`src/rtl/dem_dwa_scheduler.sv`:
```
// rtl/dem_dwa_scheduler.sv - DWA unit-element scheduler with warm-up/mute sequencing for the MSB DAC array
// Optional feature macro: DEM_ROTATE_EN (DWA rotation; undefined gives a fixed thermometer code)
module dem_dwa_scheduler #(
  parameter int NUM_ELEM = 16,
  parameter int CODE_W   = 6,
  parameter int MID_CODE = 9,
  parameter int WARM_CYC = 4
) (
  input  logic                clock,
  input  logic                rstn,
  input  logic                en,
  input  logic [CODE_W-1:0]   code_in,
  input  logic                code_vld,
  input  logic                err_clr,
  output logic [NUM_ELEM-1:0] sel_out,
  output logic                ready,
  output logic [1:0]          state,
  output logic                err
);

  localparam int NW = $clog2(NUM_ELEM + 1);
  localparam logic [NW-1:0] N_FULL   = NW'(NUM_ELEM);
  localparam logic [NW-1:0] N_MID    = NW'(MID_CODE);
  localparam logic [7:0]    CNT_LOAD = 8'(WARM_CYC - 1);

  typedef enum logic [1:0] {
    IDLE = 2'd0,
    WARM = 2'd1,
    RUN  = 2'd2,
    MUTE = 2'd3
  } state_t;

  state_t              state_q, state_d;
  logic [7:0]          cnt_q, cnt_d;
  logic [NUM_ELEM-1:0] sel_q, sel_d;
  logic                err_q, err_d;

  logic                code_over;
  logic [NW-1:0]       n_code;
  logic [NW-1:0]       n_apply;
  logic                apply;
  logic                zero_sel;
  logic                err_set;
  logic [NUM_ELEM-1:0] therm;
  logic [NUM_ELEM-1:0] rot;

  assign code_over = (int'(code_in) > NUM_ELEM);
  assign n_code    = code_over ? N_FULL : NW'(code_in);

  always_comb begin
    state_d  = state_q;
    cnt_d    = cnt_q;
    apply    = 1'b0;
    n_apply  = '0;
    zero_sel = 1'b0;
    err_set  = 1'b0;
    case (state_q)
      IDLE: begin
        zero_sel = 1'b1;
        if (en) begin
          state_d = WARM;
          cnt_d   = CNT_LOAD;
          apply   = 1'b1;
          n_apply = N_MID;
        end
      end
      WARM: begin
        if (!en) begin
          state_d = MUTE;
          cnt_d   = CNT_LOAD;
          apply   = 1'b1;
          n_apply = N_MID;
        end else if (cnt_q == 8'd0) begin
          // The edge leaving WARM already carries the first live code.
          state_d = RUN;
          apply   = code_vld;
          n_apply = n_code;
          err_set = code_vld & code_over;
        end else begin
          cnt_d   = cnt_q - 8'd1;
          apply   = 1'b1;
          n_apply = N_MID;
        end
      end
      RUN: begin
        if (!en) begin
          state_d = MUTE;
          cnt_d   = CNT_LOAD;
          apply   = 1'b1;
          n_apply = N_MID;
        end else begin
          apply   = code_vld;
          n_apply = n_code;
          err_set = code_vld & code_over;
        end
      end
      MUTE: begin
        if (cnt_q == 8'd0) begin
          state_d  = IDLE;
          zero_sel = 1'b1;
        end else begin
          cnt_d   = cnt_q - 8'd1;
          apply   = 1'b1;
          n_apply = N_MID;
        end
      end
      default: begin
        state_d  = IDLE;
        zero_sel = 1'b1;
      end
    endcase
  end

  always_comb begin
    therm = '0;
    for (int i = 0; i < NUM_ELEM; i++) begin
      therm[i] = (i < int'(n_apply));
    end
  end

`ifdef DEM_ROTATE_EN
  localparam int PW = $clog2(NUM_ELEM);
  localparam logic [PW+1:0] N_SUM = (PW+2)'(NUM_ELEM);

  logic [PW-1:0] ptr_q, ptr_d;
  logic [PW+1:0] ptr_sum;
  logic [PW+1:0] ptr_wrap;

  // Circular rotate of the thermometer mask; a shift by NUM_ELEM yields zero at ptr=0.
  assign rot      = (therm << ptr_q) | (therm >> (NUM_ELEM - int'(ptr_q)));
  assign ptr_sum  = (PW+2)'(ptr_q) + (PW+2)'(n_apply);
  assign ptr_wrap = (ptr_sum >= N_SUM) ? (ptr_sum - N_SUM) : ptr_sum;
  assign ptr_d    = apply ? PW'(ptr_wrap) : ptr_q;

  always_ff @(posedge clock or negedge rstn) begin
    if (!rstn) begin
      ptr_q <= '0;
    end else begin
      ptr_q <= ptr_d;
    end
  end
`else
  assign rot = therm;
`endif

  always_comb begin
    sel_d = sel_q;
    if (apply) begin
      sel_d = rot;
    end else if (zero_sel) begin
      sel_d = '0;
    end
    err_d = err_set ? 1'b1 : (err_clr ? 1'b0 : err_q);
  end

  always_ff @(posedge clock or negedge rstn) begin
    if (!rstn) begin
      state_q <= IDLE;
      cnt_q   <= '0;
      sel_q   <= '0;
      err_q   <= 1'b0;
    end else begin
      state_q <= state_d;
      cnt_q   <= cnt_d;
      sel_q   <= sel_d;
      err_q   <= err_d;
    end
  end

  assign sel_out = sel_q;
  assign state   = state_q;
  assign ready   = (state_q == RUN);
  assign err     = err_q;

endmodule

```
`config.mk`:
```
export PLATFORM = sky130hd
export DESIGN_NAME = dem_dwa_scheduler
export DESIGN_NICKNAME = d
export VERILOG_FILES = /design/src/rtl/dem_dwa_scheduler.sv
export SDC_FILE = /design/constraint.sdc
export NUM_CORES = 1
export LEC_CHECK = 0
export ABC_CLOCK_PERIOD_IN_PS = 2600
export BUFFER_PORTS_ARGS = -buffer_cell sky130_fd_sc_hd__buf_2
export CAP_MARGIN = 20
export CORE_MARGIN = 1
export CORE_UTILIZATION = 28
export CTS_CLUSTER_SIZE = 12
export DETAILED_ROUTE_END_ITERATION = 16
export PLACE_DENSITY_LB_ADDON = 0.2
export SETUP_SLACK_MARGIN = 0.3
export SKIP_CTS_REPAIR_TIMING = 1
export SLEW_MARGIN = 20
export SYNTH_ARGS = -nofsm -noshare
export SYNTH_HDL_FRONTEND = slang
export SYNTH_SLANG_ARGS = --single-unit
```
`constraint.sdc`:
```
create_clock -name clock -period 2.6 [get_ports clock]
set_clock_uncertainty 0.05 [all_clocks]
set_input_delay 0 -clock clock [delete_from_list [all_inputs] [get_ports clock]]
set_output_delay 0 -clock clock [all_outputs]
set_load 0.01 [all_outputs]
```
==> reports/metrics.cfg, run 1 <==
[global_routing]
global_route.overflow_total=0
global_route_wire_length_before_repair_um=6510
antenna_found_initial=0
grt_max_degree=28
global_route.usage.met1=0.201
track_usage=0.139
use_met3=0.0262
globalRouteMet2Util=0.208
grt_pass1_vias=1305
grt.busiest_layer=met2

[clock_tree]
htree_num_levels=1
worstSkewPairLatency_ns=0.29
max_buffers_root_to_sink=2
clock_sinks=27
cts_made_buffers=3
clk_pin_slew_ns=0.11
cts_tree=yes
clk_root_buffer_cell=sky130_fd_sc_hd__clkbuf_8

[logic_synthesis]
synth.ff_latch_count=27
synthDominantCellAreaShare=0.430
syn_inst=163
post_synth_xor_area_fraction=0.0223
post_synth_num_cell_types=48
synth.avg_cell_area_um2=9.63
synth_top_family_by_area=compound AO/OA/AOI/OAI gates
synth_compound_gate_area_share=0.304
synth-edff-count=0
synth_fp_nets=179
yosys_warnings=0
synth_seq_area_share=0.430
synth_area_leaders=sky130_fd_sc_hd__dfrtp_1 (43%), sky130_fd_sc_hd__ha_1 (4.0%), sky130_fd_sc_hd__nor2_1 (3.8%)
syn-cell-area_um2=1570
simple_gate_fraction_of_synth_area=0.169
synthArstFlopShare=1.00
synth_top_flop_cell=sky130_fd_sc_hd__dfrtp_1
post_synth_mux_area_share=0.00637
synth_largest_area_cell=sky130_fd_sc_hd__dfrtp_1
synthAdderAreaFrac=0.0398

[setup_path]
cp-start-kind=register
end_kind=register
crit_path_max_incr_delay_ns=0.61
worstPathArrival_ns=2.36
worstSetupPathType=reg -> reg
worst-path-max-fanout=5
critPathRequiredTime_ns=2.74
cell_with_the_biggest_individual_delay_on_the_critical_path=sky130_fd_sc_hd__or4_4
path_cells=or4_4, o31ai_4, nand2_2, or3_1, a22o_1

[floorplanning]
starting_density=0.300
design.portCount=31
rows=26
die_h_um=76.9
core_um2=5240
full_die_area_um2=5910
die_x_um=76.9

[placement]
gp_congestion=0.825
dpl-instance-area_um2=1820
io_buffer_count=30
hpwl_after_detailed_placement_um=2850

[timing]
setup_repair_after_global_routing_missed_its_margin=true
fmaxAchievable_ghz=0.450
worst_hold_slack_across_all_endpoints_ns=0.0541
final.setup.tns_ns=0
timing_worst_slew_pin_value_ns=0.624
period_share=0.855
total_count_of_max_transition_violations_in_the_final_report=0
finalWorstPathRequiredPeriod_ns=2.22
worst_slew_margin=0.584
timing_hold_violations_final=0
final-setup-viol-count=0

[power]
power_mw=2.97
leakage_nw=0.935
power_per_cell_area_nw_per_um2=1450
vdd_drop_max_mv=0.700

[detailed_routing]
initialDrtViolationCount=59
mean_routed_wirelength_per_cell_um=14.9
first_pass_iters=4
viasPerCell=5.12
drt-total-wl_um=4160
antenna_violating_nets_post_route=0
routed-via-count=1429
detail_route.drc_violations=0

[hold_path]
timing.hold.worst.class=in -> reg

[final_layout]
finalCoreUtilization=0.390
drive_gt1_frac=0.316
final_cell_area_um2=2040
flow.area_growth_from_synthesis_pct=30.1
seqCellArea_um2=677
fillers=535
finalNetCount=226
num_antenna_cells=0
multiInputGateArea_um2=923

[status]
status=completed

[job]
max_cap_violations=0

-- cell type report --
cell class	count	area share
Multi-Input combinational cell	127	0.452
Sequential cell	27	0.331
Timing Repair Buffer	45	0.138
Tap cell	70	0.0429
Clock buffer	3	0.0202
Inverter	6	0.0110
Clock inverter	1	0.00429
-- power by group --
part           internal [mW]  switching [mW]  total, mW  leakage [nW]
Combinational          0.930            1.08       2.01         0.569
Clock                  0.113           0.156      0.269        0.0261
Sequential             0.596          0.0914      0.687         0.340
Total                   1.64            1.33       2.97         0.935
-- cell usage after synthesis, types with 4 or more instances --
library cell and instances:
sky130_fd_sc_hd__a211o_1 4, sky130_fd_sc_hd__a21oi_1 9, sky130_fd_sc_hd__a22o_1 6, sky130_fd_sc_hd__a31oi_1 6, sky130_fd_sc_hd__dfrtp_1 27, sky130_fd_sc_hd__ha_1 5
sky130_fd_sc_hd__inv_1 6, sky130_fd_sc_hd__nand2_1 14, sky130_fd_sc_hd__nor2_1 16, sky130_fd_sc_hd__nor3_1 5, sky130_fd_sc_hd__o21ai_0 11
-- cell families after synthesis --
family,after synthesis
AOI/OAI and AO/OA,62
xor gates and xnor gates,4
DFF,27
muxes,1
buffers and inverters,10
and+or+nand+nor,54
adders and majority gates,5
-- stage by stage --
step	cells	setup WS, ns
after floorplan	163	0.309
after global placement	263	0.203
after detailed placement	263	0.204
after CTS	267	0.172
after global routing	279	0.262
final	279	0.377
-- routing by layer --
metal / routed length (µm) / share of wire / vias to the layer above
met5: 0 / 0 / -
met4: 44 / 0.011 / 0
met3: 173 / 0.042 / 6
met2: 1870 / 0.45 / 34
met1: 2070 / 0.50 / 693
li1: - / - / 696
-- sequential cells by signal, summed over array words and instances (netlist names) --
register  count
cnt_q         8
err           1
state         2
sel_out      16
-- layout by cell type (no fill, tap or decap), types with 3 or more instances in the layout --
cell type,n
sky130_fd_sc_hd__a211o_1,4
sky130_fd_sc_hd__a21o_1,3
sky130_fd_sc_hd__a21oi_1,8
sky130_fd_sc_hd__a22o_1,6
sky130_fd_sc_hd__a31oi_1,6
sky130_fd_sc_hd__buf_2,30
sky130_fd_sc_hd__buf_4,11
sky130_fd_sc_hd__clkbuf_8,3
sky130_fd_sc_hd__dfrtp_1,26
sky130_fd_sc_hd__dlygate4sd3_1,3
sky130_fd_sc_hd__inv_1,6
sky130_fd_sc_hd__nand2_1,14
sky130_fd_sc_hd__nand2b_1,3
sky130_fd_sc_hd__nand3_1,3
sky130_fd_sc_hd__nor2_1,16
sky130_fd_sc_hd__nor3_1,5
sky130_fd_sc_hd__o21ai_0,10
-- critical path, delay by kind of cell, from the launching register on --
kind	cells	cell delay [ns]
and+or+nand+nor	3	1.08
DFF	1	0.44
AOI/OAI and AO/OA	2	0.56
-- worst paths after layout --
kind                                 start     endpoint  slack, ns  depth (start not counted)
worst max-delay path              cnt_q[5]   sel_out[4]       0.38                          5
worst min-delay path            code_in[2]  sel_out[12]       0.05                          3
worst max register to register    cnt_q[5]   sel_out[4]       0.38                          5
worst min register to register  sel_out[3]   sel_out[3]       0.44                          1
max in group asynchronous             rstn     state[0]       1.87                          2
min in group asynchronous             rstn     cnt_q[6]       0.20                          2
No activity file was read; power rests on OpenSTA's default activity.
==> run 2, diff against run 1 <==
Settings changed: CELL_PAD_IN_SITES_DETAIL_PLACEMENT set to 1, CELL_PAD_IN_SITES_GLOBAL_PLACEMENT set to 1, SLEW_MARGIN 20 to 25.
==> run 2 against run 1 <==
  * Die area stayed put
  * Worst hold slack better by 0.021 ns
  * Maximum frequency decreased by 0.88%
  * Critical endpoint unchanged
  * Highest routed layer unchanged
==> reports/metrics.cfg, run 2 (synthesis results as in run 1) <==
[status]
status=completed

[setup_path]
worst_r2r_startpoint=cnt_q[5]
worst_setup_path_endpoint=sel_out[4]
worstSetupPathType=reg -> reg
reg2regPathDepth=5  ; unchanged
cpLargestDelayFamily=simple AND/OR/NAND/NOR gates
crit_path_max_incr_delay_ns=0.60  ; about the same
regToRegSetupSlack_ns=0.36  ; -0.02 ns
worst-path-max-fanout=5  ; unchanged
cell_with_the_biggest_individual_delay_on_the_critical_path=sky130_fd_sc_hd__or4_4
end_kind=register
crit_start=cnt_q[5]
path_cells=or4_4, o31ai_4, nand2_2, or3_1, a22o_1
critPathRequiredTime_ns=2.72  ; -0.02 ns
cp_num_cells=5  ; unchanged
timing.rr.end=sel_out[4]
timing.critical_path.buf_inv=0  ; unchanged
cp-start-kind=register
worstPathArrival_ns=2.37  ; about the same

[clock_tree]
cts_made_buffers=3  ; unchanged
clock_sinks=27  ; unchanged
clk_pin_slew_ns=0.10  ; about the same
worstSkewPairLatency_ns=0.27  ; -0.02 ns
cts_tree=yes
clk_root_buffer_cell=sky130_fd_sc_hd__clkbuf_8
htree_num_levels=1  ; unchanged
max_buffers_root_to_sink=2  ; unchanged

[timing]
period_share=0.862  ; +0.00755
total_count_of_max_transition_violations_in_the_final_report=0  ; unchanged
final-setup-viol-count=0  ; unchanged
finalWorstPathRequiredPeriod_ns=2.24  ; +0.0196 ns
worst_slew_margin=0.580  ; -0.00344
worst_hold_slack_across_all_endpoints_ns=0.0750  ; +0.0209 ns
fin_ws_ns=0.358  ; -0.0196 ns
timing_hold_violations_final=0  ; unchanged
setup_repair_after_global_routing_missed_its_margin=true
timing_worst_slew_pin_value_ns=0.629  ; +0.00516 ns
final.setup.tns_ns=0  ; unchanged
fmaxAchievable_ghz=0.446  ; -0.88%

[detailed_routing]
detailroute.wirelength.met2_um=2230  ; +19%
initialDrtViolationCount=75  ; +27%
routed-via-count=1399  ; -2.1%
met1Wirelength_um=2220  ; +7.2%
first_pass_iters=4  ; unchanged
highest-signal-layer=met4
drt-total-wl_um=4600  ; +11%
mean_routed_wirelength_per_cell_um=16.6  ; +11%
viasPerCell=5.05  ; -1.4%
antenna_violating_nets_post_route=0  ; unchanged
detail_route.drc_violations=0  ; unchanged
routed-wl-met3_um=113  ; -35%

[final_layout]
final-instance-count-excl-fill=277  ; -0.72%
mostFrequentLayoutCells=sky130_fd_sc_hd__buf_2 (30), sky130_fd_sc_hd__dfrtp_1 (25), sky130_fd_sc_hd__nor2_1 (16)
multiInputGateArea_um2=923  ; unchanged
drive_gt1_frac=0.314  ; -0.00178
flow.area_growth_from_synthesis_pct=28.4
seqCellArea_um2=678  ; +0.18%
finalNetCount=224  ; -0.88%
fillers=606  ; +13%
layout_commonest_cell=sky130_fd_sc_hd__buf_2
num_antenna_cells=0  ; unchanged
largest_reg_flops=16  ; unchanged

[placement]
io_buffer_count=30  ; unchanged
numPlacedInstances=264  ; +0.38%
gp_congestion=0.922  ; +12%
hpwl_after_detailed_placement_um=3310  ; +16%
pre_cts_ws_ns=0.250  ; +0.0454 ns

[job]
max_cap_violations=0  ; unchanged

[power]
cell_int_power_mw=1.57  ; -4.0%
p_sw_mw=1.35  ; +1.5%
vdd_drop_max_mv=0.345  ; -51%
clock_power_share=0.086  ; -0.005
share_of_total_power_consumed_by_net_switching=0.462  ; +0.0138
combPwrFrac=0.673  ; -0.005
power_mw=2.93  ; -1.5%
power_per_cell_area_nw_per_um2=1450  ; -0.17%
leakage_nw=0.914  ; -2.2%
seq_power_share=0.241  ; +0.010

[global_routing]
global_route_wire_length_before_repair_um=7440  ; +14%
grt_pass1_vias=1414  ; +8.4%
grt_max_degree=28  ; unchanged
global_route.overflow_total=0  ; unchanged
track_usage=0.158  ; +0.0184
antenna_found_initial=0  ; unchanged

[hold_path]
timing.hold.worst.class=in -> reg

[floorplanning]
design.portCount=31  ; unchanged
die_x_um=76.9  ; unchanged
die_h_um=76.9  ; unchanged
starting_density=0.300  ; unchanged
full_die_area_um2=5910  ; unchanged
rows=26  ; unchanged
core_um2=5240  ; unchanged

==> run 2: cell count changes in the layout (fill, tap and decap cells not counted), sizes merged <==
cell	delta
buf	-2
inv	-1
clkinvlp	+1
==> run 2: how the worst min path moves through the flow <==
stage	start	to	slack (ns)	cells past startpoint
3_3_place_gp	rstn	state[1]	-0.004	1
4_1_cts	rstn	state[1]	-0.29	1
3_5_place_dp	rstn	state[1]	0.02	1
2_1_floorplan	rstn	cnt_q[0]	-0.35	0
6_report	code_in[2]	sel_out[12]	0.08	3
5_1_grt	code_in[2]	sel_out[12]	0.09	3
==> run 2: routing by layer <==
metal,vias to the layer above,track usage
met5,-,0
met4,0,0.0308
met3,4,0.0238
met2,22,0.263
met1,678,0.214
li1,695,-
==> run 2: per-stage QoR <==
stage	instance area (µm²)	utilization
after detailed placement	1830	0.349
after CTS	1880	0.358
after floorplan	1580	-
after global placement	1830	0.349
final	2020	0.385
after global routing	2020	0.385
==> run 2: power by group through the flow <==
stage,combinational (mW),clock (mW),sequential (mW)
3_3_place_gp,1.65,0,0.706
6_report,1.97,0.251,0.706
5_1_grt,2.15,0.285,0.726
3_5_place_dp,1.69,0,0.719
2_1_floorplan,1.15,0,0.759
4_1_cts,1.70,0.267,0.711
==> run 2: layout make-up <==
| cell class | count | area share |
|---|---|---|
| multi-input combinational | 127 | 0.458 |
| sequential | 27 | 0.336 |
| timing repair buffer | 43 | 0.127 |
| tap | 70 | 0.0435 |
| clock buffer | 3 | 0.0205 |
| inverter | 6 | 0.0112 |
| clock inverter | 1 | 0.00372 |
==> run 2: worst reg2reg max path: stages (launching register included) <==
cell                      delay (ns)
sky130_fd_sc_hd__dfrtp_1        0.44
sky130_fd_sc_hd__or4_4          0.60
sky130_fd_sc_hd__o31ai_4        0.35
sky130_fd_sc_hd__nand2_2        0.14
sky130_fd_sc_hd__or3_1          0.37
sky130_fd_sc_hd__a22o_1         0.20
==> run 3, diff against run 2 <==
Settings changed: ABC_CLOCK_PERIOD_IN_PS 2600 to 2100, CORE_UTILIZATION 28 to 41.
Clock period 2.6 ns to 2.1 ns, I/O delays scaled along.
==> run 3 against run 2 <==
  * The flow now finishes with violations (setup timing)
  * Register-to-register slack lost 0.46 ns
  * Via count rose by 13%
  * Worst setup slack worse by 0.46 ns
  * Maximum frequency is 2.0% higher
  * Clock power rose by 24%
  * Power rose by 42%
  * Global-route usage up 7.9 points
  * Largest power group unchanged
  * Final cell count is 0.36% lower
  * Routed wire length increased by 13%
  * Critical path depth rose by 3
  * Critical path type unchanged
  * Worst hold slack got worse by 0.053 ns
==> reports/metrics.cfg, run 3 (synthesis results as in run 1) <==
[final_layout]
fillers=422  ; -30%
drive_gt1_frac=0.456  ; +0.142
largest_reg_flops=16  ; unchanged
multiInputGateArea_um2=1010  ; +8.9%
finalNetCount=245  ; +9.4%
seqCellArea_um2=678  ; unchanged
mostFrequentLayoutCells=sky130_fd_sc_hd__buf_2 (30), sky130_fd_sc_hd__buf_4 (29), sky130_fd_sc_hd__dfrtp_1 (25)
num_antenna_cells=0  ; unchanged
flow.area_growth_from_synthesis_pct=42.9
layout_commonest_cell=sky130_fd_sc_hd__buf_2

[timing]
fmaxAchievable_ghz=0.455  ; +2.0%
timing_worst_slew_pin_value_ns=0.604  ; -0.0258 ns
total_count_of_max_transition_violations_in_the_final_report=0  ; unchanged
period_share=1.05  ; +0.184
timing_hold_violations_final=0  ; unchanged
setup_repair_after_global_routing_missed_its_margin=true
fin_ws_ns=-0.0978  ; -0.456 ns
final-setup-viol-count=14  ; +14
worst_slew_margin=0.598  ; +0.0172
final.setup.tns_ns=-0.809  ; -0.809 ns
finalWorstPathRequiredPeriod_ns=2.20  ; -0.0444 ns

[setup_path]
reg2regPathDepth=8  ; +3
end_kind=register
critPathRequiredTime_ns=2.23  ; -0.49 ns
worst-path-max-fanout=6  ; +1
crit_start=cnt_q[0]
cell_with_the_biggest_individual_delay_on_the_critical_path=sky130_fd_sc_hd__or3b_4
worstPathArrival_ns=2.32  ; -0.05 ns
worst_r2r_startpoint=cnt_q[0]
regToRegSetupSlack_ns=-0.1  ; -0.46 ns
worstSetupPathType=reg -> reg
path_cells=inv_2, ha_4, or3b_4, o21ai_4, a21boi_4, buf_4, a21oi_2, a211o_1
cp-start-kind=register
timing.rr.end=sel_out[2]
crit_path_max_incr_delay_ns=0.42  ; -0.18 ns

[floorplanning]
die_h_um=63.9  ; -17%
starting_density=0.429  ; +0.129
core_um2=3660  ; -30%
full_die_area_um2=4080  ; -31%
design.portCount=31  ; unchanged
rows=22  ; -15%
die_x_um=63.9  ; -17%

[global_routing]
grt_pass1_vias=1557  ; +10%
track_usage=0.236  ; +0.0788
global_route_wire_length_before_repair_um=7490  ; +0.65%
grt_max_degree=28  ; unchanged
antenna_found_initial=0  ; unchanged
global_route.overflow_total=0  ; unchanged

[placement]
io_buffer_count=30  ; unchanged
pre_cts_ws_ns=-0.0521  ; -0.302 ns
gp_congestion=0.807  ; -12%
hpwl_after_detailed_placement_um=3460  ; +4.4%

[hold_path]
hold-path-cell-count=3  ; unchanged
holdPathEnd=err
timing.hold.worst.class=in -> reg
timing.hold.worst.start=code_in[5]

[power]
power_mw=4.16  ; +42%
leakage_nw=1.03  ; +13%
power_per_cell_area_nw_per_um2=1850  ; +28%
vdd_drop_max_mv=0.790  ; +130%

[clock_tree]
clock_sinks=27  ; unchanged
clk_pin_slew_ns=0.10  ; about the same
htree_num_levels=1  ; unchanged
cts_made_buffers=3  ; unchanged
cts_tree=yes
max_buffers_root_to_sink=2  ; unchanged
clk_root_buffer_cell=sky130_fd_sc_hd__clkbuf_8
worstSkewPairLatency_ns=0.28  ; about the same

[detailed_routing]
detail_route.drc_violations=0  ; unchanged
antenna_violating_nets_post_route=0  ; unchanged
first_pass_iters=4  ; unchanged
mean_routed_wirelength_per_cell_um=18.8  ; +14%
initialDrtViolationCount=100  ; +33%
routed-via-count=1578  ; +13%
drt-total-wl_um=5200  ; +13%
viasPerCell=5.72  ; +13%

[status]
status=finished with violations
failed_checks=setup timing

[job]
max_cap_violations=0  ; unchanged

## run 3: changes by cell type in the layout (fill, tap and decap cells not counted), sizes merged
| cell | previous run | this run |
|---|---|---|
| buf | 40 | 61 |
| clkinv | 0 | 1 |
| clkinvlp | 1 | 0 |
## run 3: layout make-up
class / instances / area share
Tap cell: 48 / 0.0268
Clock inverter: 1 / 0.00223
Clock buffer: 3 / 0.0184
Inverter: 6 / 0.0111
Multi-Input combinational cell: 127 / 0.448
Sequential cell: 27 / 0.302
Timing Repair Buffer: 64 / 0.191
## run 3: power breakdown
part | leakage (nW) | switching [mW] | internal, mW
logic | 0.667 | 1.56 | 1.41
clock network | 0.0255 | 0.176 | 0.134
registers | 0.339 | 0.138 | 0.740
## run 3: worst max-delay path by stage
stage                             end  slack, ns  cells after the start
final                      sel_out[2]       -0.1                      8
after CTS                 sel_out[10]       -0.1                      7
after global routing       sel_out[5]      -0.17                      8
after global placement    sel_out[10]      -0.03                      7
after detailed placement  sel_out[10]      -0.05                      7
after floorplan            sel_out[4]       0.05                      8
## run 3: worst max-delay path: cells and delay by family, from the launching register on
family          cells  cell delay [ns]
simple gates        1             0.42
fa+ha+maj           1             0.13
buf+inv             2             0.25
compound gates      4             0.84
flops               1             0.41
## run 3: metrics by stage
step	cells	utilization	hold slack (ns)	area (µm²)
after floorplan	163	-	-0.346	1650
after global placement	253	0.530	-0.0110	1940
after detailed placement	253	0.530	0.00247	1940
after CTS	257	0.543	-0.303	1990
after global routing	276	0.613	0.0487	2240
final	276	0.613	0.0221	2240
## run 3: layer usage
layer	part of all wire	vias to the layer above	global-route usage	wire length (µm)
met1	0.47	794	0.331	2450
met3	0.026	14	0.0268	135
li1	-	731	-	-
met4	0.019	0	0.0710	99
met2	0.48	39	0.382	2510
met5	0	-	0	0
